--- config.mk ---
export PLATFORM = sky130hd
export DESIGN_NAME = ball_motion
export DESIGN_NICKNAME = d
export VERILOG_FILES = /design/src/rtl/ball_motion.sv
export SDC_FILE = /design/constraint.sdc
export NUM_CORES = 1
export LEC_CHECK = 0
export CAP_MARGIN = 20
export CORE_MARGIN = 1.5
export CORE_UTILIZATION = 52
export CTS_CLUSTER_SIZE = 28
export DETAILED_ROUTE_END_ITERATION = 10
export MAX_ROUTING_LAYER = met4
export PLACE_DENSITY = 0.79
export SLEW_MARGIN = 20
export SYNTH_ARGS = -nofsm -noshare
export SYNTH_HDL_FRONTEND = slang
export SYNTH_SLANG_ARGS = --single-unit
export TNS_END_PERCENT = 50
--- constraint.sdc ---
create_clock -name clk_100mhz -period 3.75 [get_ports clk_100mhz]
set_input_delay 0.75 -clock clk_100mhz [delete_from_list [all_inputs] [get_ports clk_100mhz]]
set_output_delay 0.75 -clock clk_100mhz [all_outputs]
set_load 0.1 [all_outputs]
--- src/rtl/ball_motion.sv ---
// Per-frame ball position generator: steps every ball once per vertical sync with
// wall reflection, computing into shadow registers and committing all balls at once.
module ball_motion #(
  parameter int NUM_BALLS     = 2,
  parameter int BALL_SPEED    = 5,
  parameter int BALL_RADIUS   = 25,
  parameter int SCREEN_WIDTH  = 800,
  parameter int SCREEN_HEIGHT = 600,
  parameter int START_X       = 150,
  parameter int START_Y       = 100,
  parameter int STEP_X        = 200,
  parameter int STEP_Y        = 120
) (
  input  logic                     clk_100mhz,
  input  logic                     reset_n,
  input  logic                     v_sync,
  input  logic                     pause,
  output logic [10*NUM_BALLS-1:0]  ball_x,
  output logic [10*NUM_BALLS-1:0]  ball_y,
  output logic                     busy,
  output logic                     frame_done,
  output logic [15:0]              frame_count
);

  localparam logic [10:0] X_MIN = 11'(BALL_RADIUS);
  localparam logic [10:0] X_MAX = 11'(SCREEN_WIDTH - 1 - BALL_RADIUS);
  localparam logic [10:0] Y_MIN = 11'(BALL_RADIUS);
  localparam logic [10:0] Y_MAX = 11'(SCREEN_HEIGHT - 1 - BALL_RADIUS);
  localparam logic [10:0] SPEED = 11'(BALL_SPEED);
  localparam int          IDX_W = (NUM_BALLS > 1) ? $clog2(NUM_BALLS) : 1;
  localparam logic [IDX_W-1:0] LAST_IDX = IDX_W'(NUM_BALLS - 1);

  typedef enum logic [1:0] {
    IDLE,
    UPDATE,
    COMMIT
  } state_t;

  // One axis step; returns {new direction, new position}, clamped exactly to the walls.
  function automatic logic [10:0] stepAxis(input logic [9:0] p, input logic v,
                                           input logic [10:0] lo, input logic [10:0] hi);
    logic [10:0] w_sum;
    logic [10:0] w_res;
    w_sum = '0;
    if (v) begin
      w_sum = {1'b0, p} + SPEED;
      if (w_sum >= hi) w_res = {1'b0, 10'(hi)};
      else             w_res = {1'b1, w_sum[9:0]};
    end else begin
      if ({1'b0, p} <= lo + SPEED) begin
        w_res = {1'b1, 10'(lo)};
      end else begin
        w_sum = {1'b0, p} - SPEED;
        w_res = {1'b0, w_sum[9:0]};
      end
    end
    return w_res;
  endfunction

  state_t                  r_state;
  state_t                  w_nextState;
  logic                    r_vsD;
  logic                    w_tick;
  logic [IDX_W-1:0]        r_idx;
  logic [9:0]              r_shadowX [NUM_BALLS];
  logic [9:0]              r_shadowY [NUM_BALLS];
  logic [NUM_BALLS-1:0]    r_vx;
  logic [NUM_BALLS-1:0]    r_vy;
  logic [10*NUM_BALLS-1:0] r_ballX;
  logic [10*NUM_BALLS-1:0] r_ballY;
  logic                    r_frameDone;
  logic [15:0]             r_frameCount;
  logic [9:0]              w_curX;
  logic [9:0]              w_curY;
  logic                    w_curVx;
  logic                    w_curVy;
  logic [10:0]             w_stepX;
  logic [10:0]             w_stepY;

  assign w_tick = r_vsD & ~v_sync;

  always_comb begin
    w_nextState = r_state;
    case (r_state)
      IDLE:    if (w_tick && !pause) w_nextState = UPDATE;
      UPDATE:  if (r_idx == LAST_IDX) w_nextState = COMMIT;
      COMMIT:  w_nextState = IDLE;
      default: w_nextState = IDLE;
    endcase
  end

  always_ff @(posedge clk_100mhz or negedge reset_n) begin
    if (!reset_n) begin
      r_state      <= IDLE;
      r_vsD        <= 1'b1;
      r_idx        <= '0;
      r_frameDone  <= 1'b0;
      r_frameCount <= '0;
    end else begin
      r_state     <= w_nextState;
      r_vsD       <= v_sync;
      r_frameDone <= (r_state == COMMIT);
      if (r_state == COMMIT) r_frameCount <= r_frameCount + 16'd1;
      if (r_state == UPDATE) r_idx <= r_idx + 1'b1;
      else                   r_idx <= '0;
    end
  end

  // A single stepper is shared by all balls; the current index selects its operands.
  always_comb begin
    w_curX  = '0;
    w_curY  = '0;
    w_curVx = 1'b0;
    w_curVy = 1'b0;
    for (int i = 0; i < NUM_BALLS; i++) begin
      if (r_idx == IDX_W'(i)) begin
        w_curX  = r_shadowX[i];
        w_curY  = r_shadowY[i];
        w_curVx = r_vx[i];
        w_curVy = r_vy[i];
      end
    end
  end

  assign w_stepX = stepAxis(w_curX, w_curVx, X_MIN, X_MAX);
  assign w_stepY = stepAxis(w_curY, w_curVy, Y_MIN, Y_MAX);

  always_ff @(posedge clk_100mhz or negedge reset_n) begin
    if (!reset_n) begin
      for (int i = 0; i < NUM_BALLS; i++) begin
        r_shadowX[i] <= 10'(START_X + i * STEP_X);
        r_shadowY[i] <= 10'(START_Y + i * STEP_Y);
        r_vx[i]      <= ~i[0];
        r_vy[i]      <= 1'b1;
      end
    end else if (r_state == UPDATE) begin
      for (int i = 0; i < NUM_BALLS; i++) begin
        if (r_idx == IDX_W'(i)) begin
          r_shadowX[i] <= w_stepX[9:0];
          r_shadowY[i] <= w_stepY[9:0];
          r_vx[i]      <= w_stepX[10];
          r_vy[i]      <= w_stepY[10];
        end
      end
    end
  end

  // Visible coordinates move only on commit so the renderer sees one frame-constant set.
  always_ff @(posedge clk_100mhz or negedge reset_n) begin
    if (!reset_n) begin
      for (int i = 0; i < NUM_BALLS; i++) begin
        r_ballX[10*i +: 10] <= 10'(START_X + i * STEP_X);
        r_ballY[10*i +: 10] <= 10'(START_Y + i * STEP_Y);
      end
    end else if (r_state == COMMIT) begin
      for (int i = 0; i < NUM_BALLS; i++) begin
        r_ballX[10*i +: 10] <= r_shadowX[i];
        r_ballY[10*i +: 10] <= r_shadowY[i];
      end
    end
  end

  assign ball_x      = r_ballX;
  assign ball_y      = r_ballY;
  assign busy        = (r_state != IDLE);
  assign frame_done  = r_frameDone;
  assign frame_count = r_frameCount;

endmodule

After elaboration in Yosys (flattened, before gate mapping)
Cells that the tools add are included.
{"block": "word_totals", "wordCells": 53, "romBits": 0, "mem_bits_rw": 0, "mem_count": 0, "latch_bits": 0, "inputBits": 4, "out_inout_bits": 58, "register_bits": 105}
{"block": "op_classes", "bitwise": 3, "n_eq_ne": 4, "order_cmp": 4, "muxes": 14, "n_shift": 0, "div_mod_pow": 0, "addsub": 6, "n_mul": 0, "n_reduce_logical": 7}
{"op": "11-bit two-way mux", "n": 6}
{"op": "10-bit by 3-bit adder with 11-bit output, second input constant", "n": 2}
{"op": "11-bit by 10-bit >= comparator with 1-bit output, second input constant", "n": 2}
{"op": "10-bit by 5-bit <= comparator with 1-bit output, second input constant", "n": 2}
{"op": "10-bit two-way mux", "n": 2}
{"op": "10-bit by 3-bit subtractor with 10-bit output, second input constant", "n": 2}
{"op": "16-bit by 1-bit adder with 16-bit output, second input constant", "n": 1}
{"op": "2-bit AND reduction", "n": 3}
{"op": "2-bit two-way mux", "n": 2}
{"op": "2-bit inequality test, second input constant", "n": 2}
{"op": "2-bit case mux with 2 select lines", "n": 1}
{"op": "1-bit two-way mux", "n": 3}
{"op": "2-bit by 1-bit == test with 1-bit output, second input constant", "n": 1}
{"op": "2-bit == test, second input constant", "n": 1}
{"op": "2-bit logical NOT", "n": 1}
{"op": "1-bit inverter", "n": 2}
{"op": "2-bit nonzero test", "n": 1}
{"op": "1-bit adder, second input constant", "n": 1}
{"op": "1-bit AND", "n": 1}
{"op": "1-bit logical AND", "n": 1}
{"op": "1-bit logical NOT", "n": 1}

Logic depth before layout (Yosys ltp)
Gate-level depths: netlist of run 1.
{"block": "logic_depth", "depth_word": 5, "depth_mapped": 16, "depth_no_buf": 11}

Least setup slack after synthesis of run 1
No wires, ideal clock.
{"block": "synth_timing", "path_type": "reg2reg", "startpoint": "register r_idx", "endpoint": "register r_shadowY[6] (netlist name)", "path_stages_with_launch": 16, "path_buffers": 4, "t_required_ns": 3.662, "period_less_slack_ns": 3.664, "arrival_time_ns": 3.576, "setup_ns": 0.088, "setup_slack_ns": 0.086, "path_cell_list": "dfrtp_1 > buf_4 > buf_6 > buf_2 > buf_2 > mux2i_1 > inv_1 > ha_1 > nor2_1 > o22a_1 > nor3_1 > a311o_2 > a311o_1 > and4_1 > o32ai_2 > o21ai_1"}
{"block": "synth_between", "elab_chain_len": 5, "word_cells_on_any_way": 10, "cone_classes": "2 x add/sub; 2 x order compare; 5 x mux; 1 x reduce/logical"}
{"element": "start, declared", "line_no": "64", "text": "logic [IDX_W-1:0] r_idx;"}
{"element": "start signal, assigned", "line_no": "104", "text": "if (r_state == UPDATE) r_idx <= r_idx + 1'b1;"}
{"element": "10-bit two-way mux", "line_no": "116", "text": "if (r_idx == IDX_W'(i)) begin"}
{"element": "10-bit by 3-bit adder with 11-bit output", "line_no": "46", "text": "w_sum = {1'b0, p} + SPEED;"}
{"element": "11-bit by 10-bit >= comparator with 1-bit output", "line_no": "47", "text": "if (w_sum >= hi) w_res = {1'b0, 10'(hi)};"}
{"element": "11-bit two-way mux", "line_no": "47"}
{"element": "11-bit two-way mux", "line_no": "45", "text": "if (v) begin"}
{"element": "end signal, assigned by index", "line_no": "132", "text": "r_shadowY[i] <= 10'(START_Y + i * STEP_Y);"}
{"element": "end signal, assigned by index", "line_no": "140", "text": "r_shadowY[i] <= w_stepY[9:0];"}
{"element": "end, declared", "line_no": "66", "text": "logic [9:0] r_shadowY [NUM_BALLS];"}
Parallel ways exist; a longest one is shown, timed or not.
A chain may end at the register's enable or synchronous reset.

Final worst setup path of run 1
{"block": "layout_timing", "startpoint": "register r_idx", "endpoint": "register r_shadowY[8] (netlist name)"}
Same word-level chain as after synthesis.

==> results of run 1 <==
path summary, 6_finish.rpt:
path | start | endpoint | depth (start not counted) | slack [ns]
min in group clk_100mhz | ball_x[13] | ball_x[13] | 2 | 0.46
max reg2reg | r_idx | r_shadowY[8] | 11 | 0.32
max in group asynchronous | reset_n | r_shadowY[7] | 2 | 2.58
max | r_idx | r_shadowY[8] | 11 | 0.32
min | reset_n | frame_done | 1 | 0.39
min reg2reg | ball_x[13] | ball_x[13] | 2 | 0.46
critical path: stages (launching register included):
cell       delay [ns]
dfrtp_2          0.57
mux2i_1          0.31
inv_1            0.14
ha_1             0.30
nor2_1           0.16
o22a_1           0.26
a2111oi_1        0.08
a311o_2          0.48
a311oi_4         0.45
nor3_1           0.12
o32ai_1          0.33
o21ai_1          0.11
routing by layer:
metal | track usage | vias to the layer above | wire length, µm
met2 | 0.402 | 232 | 7370
met1 | 0.422 | 2677 | 7930
met4 | 0.0987 | 0 | 318
li1 | - | 2590 | -
met3 | 0.0441 | 22 | 1130
met5 | - | - | 0
registers in the layout, summed over array words and instances (netlist names):
register and cells:
ball_x 20, ball_y 20, frame_count 16, frame_done 1, r_idx 1, r_shadowX 20
r_shadowY 20, r_state 2, r_vsD 1, r_vx 2, r_vy 2
final cells by class:
type	count	area, µm²
Inverter	17	63.8
Multi-Input combinational cell	534	3200
Clock buffer	10	229
Timing Repair Buffer	81	771
Clock inverter	5	66.3
Sequential cell	105	2680
Tap cell	143	179
Fill cell	965	4280
cell usage in the layout (no fill, tap or decap), types with 10 or more instances in the layout:
| cell | n |
|---|---|
| nand2_1 | 187 |
| dfrtp_1 | 64 |
| clkdlybuf4s50_1 | 60 |
| dfstp_2 | 40 |
| nor2_1 | 34 |
| o21ai_0 | 28 |
| a21oi_1 | 26 |
| xnor2_1 | 20 |
| buf_4 | 20 |
| nand3_1 | 19 |
| mux2i_1 | 18 |
| inv_1 | 17 |
| o21ai_1 | 17 |
| nor3_1 | 16 |
| a31oi_1 | 15 |
| nand4_1 | 10 |
kinds of logic after synthesis:
group	after synthesis
AOI/OAI and AO/OA	161
buffers and inverters	59
DFF	105
xor gates and xnor gates	28
and+or+nand+nor	308
muxes	28
adders and majority gates	9
metrics by stage:
stage,hold WS [ns],instances,instance area (µm²)
after global placement,0.446,880,6900
after detailed placement,0.449,880,6900
after floorplan,0.449,698,6130
final,0.390,895,7190
after CTS,0.415,895,7190
after global routing,0.442,895,7190
==> qor.yml, run 1 <==
worst_setup_path:
  crit_path_max_fanout: 15
  worstSetupStartpointType: "flip-flop"
  cp.arrival_ns: 3.66
  worstPathRequired_ns: 3.98
  crit_type: "reg -> reg"
  setup.worst_path.end_class: "flip-flop"
synth:
  yosysTopAreaCell: "dfrtp_1"
  seq_area_frac_synth: 0.437
  syn-mean-instance-area_um2: 8.78
  synth_flop_cell: "dfrtp_1"
  synthArstFlopShare: 1.00
  syn_nets: 711
  synth-compound-area-share: 0.191
  synth_top_family_by_area: "simple AND/OR/NAND/NOR gates"
  ys_seq_elements: 105
  synth_top_area_share: 0.265
  synth_cell_types: 73
  synth_adder_area_share: 0.0184
  synth_xor_area_frac: 0.0400
  synth-simple-area-share: 0.223
  synth_edf_count: 0
  syn_area_mm2: 0.00613
  muxShareOfSynthArea: 0.0496
  ys_top_cells_by_count: "187 x nand2_1, 65 x dfrtp_1, 40 x dfstp_2"
  synth_area_leaders: "dfrtp_1 27%, dfstp_2 17%, nand2_1 11%"
  synthCells: 698
  yosys_warnings: 0
  synth_most_common_cell: "nand2_1"
final_layout:
  drive_gt1_frac: 0.130
  diodes: 0
  synthToLayoutAreaGrowth_pct: 17.4
  final_core_util: 0.627
  layout.nets: 761
cts:
  cts_setup_buffers: 0
  clock_latency_ns: 0.36
  cts_buffer_depth: 2
  cts_root_buf: "clkbuf_16"
  tritoncts: "done"
  hold_buffers: 0
  clk_pin_slew_ns: 0.07
  htreeDepth: 3
  cts.repair.resized: 0
  cts_made_buffers: 9
  clkSinkCount: 105
detailed_routing:
  drt_first_iter_violations: 673
  wire_per_inst_um: 18.7
  dr.pass1.iters: 5
  num_vias: 5521
  wirelength_um: 16700
  vias_per_cell: 6.17
  antenna_left: 0
  drc: 0
timing:
  setup_ws_ns: 0.321
  grt_setup_unrepaired: "no"
  slew_headroom: 0.337
  slew_violations: 0
  fin_skew_ns: 0.00723
  fmax_mhz: 292
  post-route-period-util: 0.914
  period_needed_ns: 3.43
  worstMarginPinSlew_ns: 0.992
  hold_viol: 0
  setup_violations: 0
  setup_tns_ns: 0
global_route:
  grt_start_max_net_pins: 62
  grtUsageTotal: 0.286
  grt_pass1_wl_um: 27500
  grt_pass1_vias: 5212
  overflow: 0
  antenna_found_initial: 0
place:
  portBuffers: 61
  dp_hpwl_um: 11900
  place_ws_ns: 0.380
  gp_congestion: 1.03
run_status:
  outcome: "finished clean"
floorplanning:
  die_x_um: 112
  die_area_mm2: 0.0124
  pin_count: 62
  start_util: 0.534
  fp-row-count: 39
  core_area_mm2: 0.0115
  fp.dieH_um: 112
worst_hold_path:
  hold_class: "in -> async"
job:
  maxCapViolCount: 0
Power of run 1 is left out: the tool's default activity adds up to more than one toggle a clock period on the data nets, which glitch-free logic cannot reach.
==> run 2, diff against run 1 <==
--- a/config.mk
+++ b/config.mk
@@ -7,11 +7,11 @@
 export LEC_CHECK = 0
 export CAP_MARGIN = 20
 export CORE_MARGIN = 1.5
-export CORE_UTILIZATION = 52
+export CORE_UTILIZATION = 30
 export CTS_CLUSTER_SIZE = 28
 export DETAILED_ROUTE_END_ITERATION = 10
 export MAX_ROUTING_LAYER = met4
-export PLACE_DENSITY = 0.79
+export PLACE_DENSITY = 0.51
 export SLEW_MARGIN = 20
 export SYNTH_ARGS = -nofsm -noshare
 export SYNTH_HDL_FRONTEND = slang
==> run 2 against run 1 <==
Critical path depth is the same; via count fell by 1.7%; non-clock buffer count shrank 3; final area grew 2.2%; die area up 71%; final cell count rose by 14%; clock skew rose by 0.00091 ns; critical endpoint is now r_shadowY[4]; sequential cell count stayed put.
==> qor.yml, run 2 (synthesis results as in run 1) <==
run_status:
  outcome: "finished clean"
timing:
  fmax_mhz: 299  # +2.4%
  hold_slack_ns: 0.422  # +0.0322 ns
  hold_viol: 0  # unchanged
  post-route-period-util: 0.893  # -0.0212
  worstMarginPinSlew_ns: 1.01  # +0.0155 ns
  grt_setup_unrepaired: "no"
  slew_headroom: 0.326  # -0.0104
  period_needed_ns: 3.35  # -0.0795 ns
  setup_violations: 0  # unchanged
  setup_tns_ns: 0  # unchanged
  slew_violations: 0  # unchanged
  fin_skew_ns: 0.00814  # +0.000912 ns
cts:
  cts_buffer_depth: 2  # unchanged
  hold_buffers: 0  # unchanged
  cts.repair.resized: 0  # unchanged
  htreeDepth: 3  # unchanged
  tritoncts: "done"
  cts_root_buf: "clkbuf_16"
  cts_made_buffers: 9  # unchanged
  clock_latency_ns: 0.36  # about the same
  clk_pin_slew_ns: 0.08  # about the same
  cts_setup_buffers: 0  # unchanged
  clkSinkCount: 105  # unchanged
place:
  gp_congestion: 0.932  # -10%
  portBuffers: 61  # unchanged
  dp_hpwl_um: 12600  # +5.6%
  placed_cells: 1004  # +14%
final_layout:
  layout_commonest_cell: "nand2_1"
  layout.nets: 758  # -0.39%
  final_cell_mix: "187 x nand2_1, 64 x dfrtp_1, 60 x clkdlybuf4s50_1"
  diodes: 0  # unchanged
  fin_cells: 1020  # +14%
  fillers: 2026  # +110%
  synthToLayoutAreaGrowth_pct: 20.0
  drive_gt1_frac: 0.129  # -0.000986
detailed_routing:
  drt_first_iter_violations: 352  # -48%
  wire_per_inst_um: 17.4  # -7.1%
  dr.pass1.iters: 5  # unchanged
  vias_per_cell: 5.32  # -14%
  drc: 0  # unchanged
  wirelength_um: 17700  # +5.9%
  antenna_left: 0  # unchanged
  num_vias: 5426  # -1.7%
worst_setup_path:
  setup.worst_path.end_class: "flip-flop"
  crit_buf_inv: 1  # unchanged
  cp_top_family: "compound AO/OA/AOI/OAI gates"
  critical-path-max-stage-delay_ns: 0.55  # -0.02 ns
  cp.arrival_ns: 3.64  # -0.02 ns
  worstPathRequired_ns: 4.04  # +0.06 ns
  crit_path_max_fanout: 11  # -4
  slowest_stage: "dfrtp_2"
  worstSetupStartpointType: "flip-flop"
  crit_type: "reg -> reg"
  crit_chain: "mux2i_1 -> inv_1 -> ha_1 -> nor2_1 -> o22a_1 -> nor3_1 -> a311o_2 -> a311oi_4 -> nor4_1 -> o32a_1 -> o21ai_1"
worst_hold_path:
  hold_class: "in -> async"
floorplanning:
  fp-row-count: 52  # +33%
  fp.dieH_um: 146  # +31%
  die_area_mm2: 0.0213  # +71%
  pin_count: 62  # unchanged
  die_x_um: 146  # +31%
  core_area_mm2: 0.0201  # +75%
  start_util: 0.305  # -0.230
global_route:
  antenna_found_initial: 0  # unchanged
  grt_pass1_wl_um: 29300  # +6.7%
  grt_start_max_net_pins: 55  # -11%
  grtUsageTotal: 0.177  # -0.109
  overflow: 0  # unchanged
  grt_pass1_vias: 5244  # +0.61%
job:
  maxCapViolCount: 0  # unchanged
-- run 2: cell count changes in the layout (fill, tap and decap cells not counted), sizes merged --
cell,delta
clkinvlp,-1
clkbuf,-1
inv,+3
buf,-3
clkinv,+1
bufinv,-1
-- run 2: layout make-up --
type	count	area (µm²)	area share
multi-input cells	534	3200	0.436
flip-flops and latches	105	2680	0.364
repair buffers	78	761	0.103
well taps	270	338	0.0460
clock buffers	9	225	0.0306
clock inverters	7	81.3	0.0111
inverters	17	63.8	0.00868
-- run 2: worst paths after layout --
kind	slack [ns]	cells after the start	from	end
max	0.40	11	r_idx	r_shadowY[4]
min	0.42	1	reset_n	frame_count[15]
max reg2reg	0.40	11	r_idx	r_shadowY[4]
min reg2reg	0.46	2	ball_x[11]	ball_x[11]
max in group asynchronous	2.54	2	reset_n	r_shadowX[3]
min in group clk_100mhz	0.46	2	ball_x[11]	ball_x[11]
-- run 2: stage by stage --
stage | util | area, µm² | setup slack (ns)
floorplan | - | 6130 | 0.0860
global placement | 0.350 | 7040 | 0.482
detailed placement | 0.350 | 7040 | 0.385
CTS | 0.366 | 7350 | 0.378
global route | 0.366 | 7350 | 0.133
finish | 0.366 | 7350 | 0.401
-- run 2: per-layer routing --
layer	GRT usage	wire [µm]	up-vias
li1	-	-	2581
met1	0.255	8930	2688
met2	0.258	7700	137
met3	0.0207	765	20
met4	0.0571	322	0
met5	-	0	-
Power of run 2 is left out for the same reason.
==> RTL edit (flow settings as in run 1) <==
Encoding of `state_t`: now one-hot (3 bits for 3 states).
--- a/src/rtl/ball_motion.sv
+++ b/src/rtl/ball_motion.sv
@@ -30,10 +30,10 @@
   localparam int          IDX_W = (NUM_BALLS > 1) ? $clog2(NUM_BALLS) : 1;
   localparam logic [IDX_W-1:0] LAST_IDX = IDX_W'(NUM_BALLS - 1);
 
-  typedef enum logic [1:0] {
-    IDLE,
-    UPDATE,
-    COMMIT
+  typedef enum logic [2:0] {
+    IDLE   = 3'b001,
+    UPDATE = 3'b010,
+    COMMIT = 3'b100
   } state_t;
 
   // One axis step; returns {new direction, new position}, clamped exactly to the walls.
Check against the original RTL: no difference found for any inputs over 10 cycles, from zero or initial values and one cycle with reset_n low; not proved beyond that.
==> RTL edit against run 1 <==
- area after synthesis shrank 1.6%
- first-iteration DRC count shrank 51%
- routed wire length decreased by 12%
- highest routed layer unchanged
- sequential cell count grew 1
- clock skew fell by 0.0012 ns
- sequential share of layout area increased by 1.1 points
- setup slack better by 0.22 ns
- final area fell by 2.0%
- critical path type unchanged
==> RTL edit: results (changes against run 1) <==
{| class="wikitable"
! Metric !! Value
|-
| End point of the critical path || r_shadowY[5]$_DFFE_PN0P_
|-
| RD Place Congestion || 0.9393 (-9.2%)
|-
| Largest stage delay on the critical path || 0.49 ns (-0.08 ns)
|-
| Area used by multi-input combinational logic || 3107 µm² (-3.0%)
|-
| Flops & latches, synth || 106 (+0.95%)
|-
| Met1 wire length || 7181 µm (-9.5%)
|-
| Count of multi-input gates || 443 (-17%)
|-
| Routed length on met2 || 6777 µm (-8.0%)
|-
| Vias per cell || 6.011 (-2.6%)
|-
| Worst relative slew slack || 34.49% (+0.84 points)
|-
| Cell type of the slowest stage on the worst timing path || sky130_fd_sc_hd__mux2i_1
|-
| Maximum clock skew at final layout || 0.006043 ns (-0.001183 ns)
|-
| Global-route wire length before repair || 24140 µm (-12%)
|-
| Total Nets Final || 655 (-14%)
|-
| Final HPWL from detailed placement || 10550 µm (-11%)
|-
| Fraction of area in clock buffers and inverters || 4.334% (+0.23 points)
|-
| Commonest cells in the netlist || sky130_fd_sc_hd__nand2_1, sky130_fd_sc_hd__dfrtp_1, sky130_fd_sc_hd__mux2_2
|-
| Outcome || completed
|-
| Synth area leaders || sky130_fd_sc_hd__dfrtp_1, sky130_fd_sc_hd__dfstp_2, sky130_fd_sc_hd__mux2_2
|-
| Total routing usage reported by global routing || 25.43% (-3.2 points)
|-
| Fraction of the yosys area taken by sequential cells || 44.82% (+1.1 points)
|-
| Sum of routed wire length over all layers || 14770 µm (-12%)
|-
| 1st-iter DRT viols || 330 (-51%)
|-
| Number of search-and-repair iterations in the first detailed-routing pass || 4 (-1)
|-
| Data arrival at the endpoint of the critical path || 3.43 ns (-0.23 ns)
|-
| Number of inverters outside the clock class in the layout || 8 (-9)
|-
| Fraction of final layout cells with drive strength greater than 1 || 22.72% (+9.7 points)
|-
| Nets in the synthesized netlist || 595 (-16%)
|-
| Total length of routed met3 wires || 683 µm (-39%)
|-
| Seq/total area || 38.40% (+1.1 points)
|-
| Warnings from Yosys || 0 (unchanged)
|-
| Fraction of registers with async set/reset || 100.0% (unchanged)
|-
| Via count of the first global-routing pass || 4586 (-12%)
|-
| R2R setup slack || 0.54 ns (+0.22 ns)
|-
| Biggest fanout along the worst timing path || 9 (-6)
|-
| Root Driver || sky130_fd_sc_hd__clkbuf_16
|-
| Signal buffers share of area || 10.20% (-0.52 points)
|-
| Post-Route Hold Slack || 0.3931 ns (+0.003122 ns)
|-
| Number of buffers inserted by post-CTS setup repair || 0 (unchanged)
|-
| Count of non-CTS buffers in the layout || 74 (-8.6%)
|-
| Post-synth cell types || 80 (+9.6%)
|-
| Number of filler instances in the final layout || 926 (-4.0%)
|}
RTL edit: metrics by stage:
step | setup slack [ns] | cell area [µm²] | total power [mW] | instances
3_3_place_gp | 0.7563 | 6739 | 2.311 | 774
3_5_place_dp | 0.6224 | 6739 | 2.316 | 774
2_1_floorplan | 0.5562 | 6032 | 2.037 | 582
4_1_cts | 0.6080 | 7044 | 3.305 | 790
6_report | 0.5436 | 7044 | 3.295 | 790
5_1_grt | 0.2244 | 7044 | 3.469 | 790
RTL edit: cells by family after synthesis:
| family | count (synthesis) | share of synthesized area (%) |
|---|---|---|
| buffers and inverters | 33 | 3.754 |
| adder cells (fa/ha/maj) | 9 | 1.867 |
| AND/OR/NAND/NOR | 196 | 16.41 |
| XOR/XNOR | 31 | 4.626 |
| AO/OA/AOI/OAI | 136 | 15.37 |
| flip-flops | 106 | 44.82 |
| multiplexers | 71 | 13.15 |
RTL edit: metal layers:
layer,track usage (%),vias up
li1,-,2244
met1,35.62,2357
met2,37.90,127
met3,5.413,21
met4,6.581,0
met5,-,-
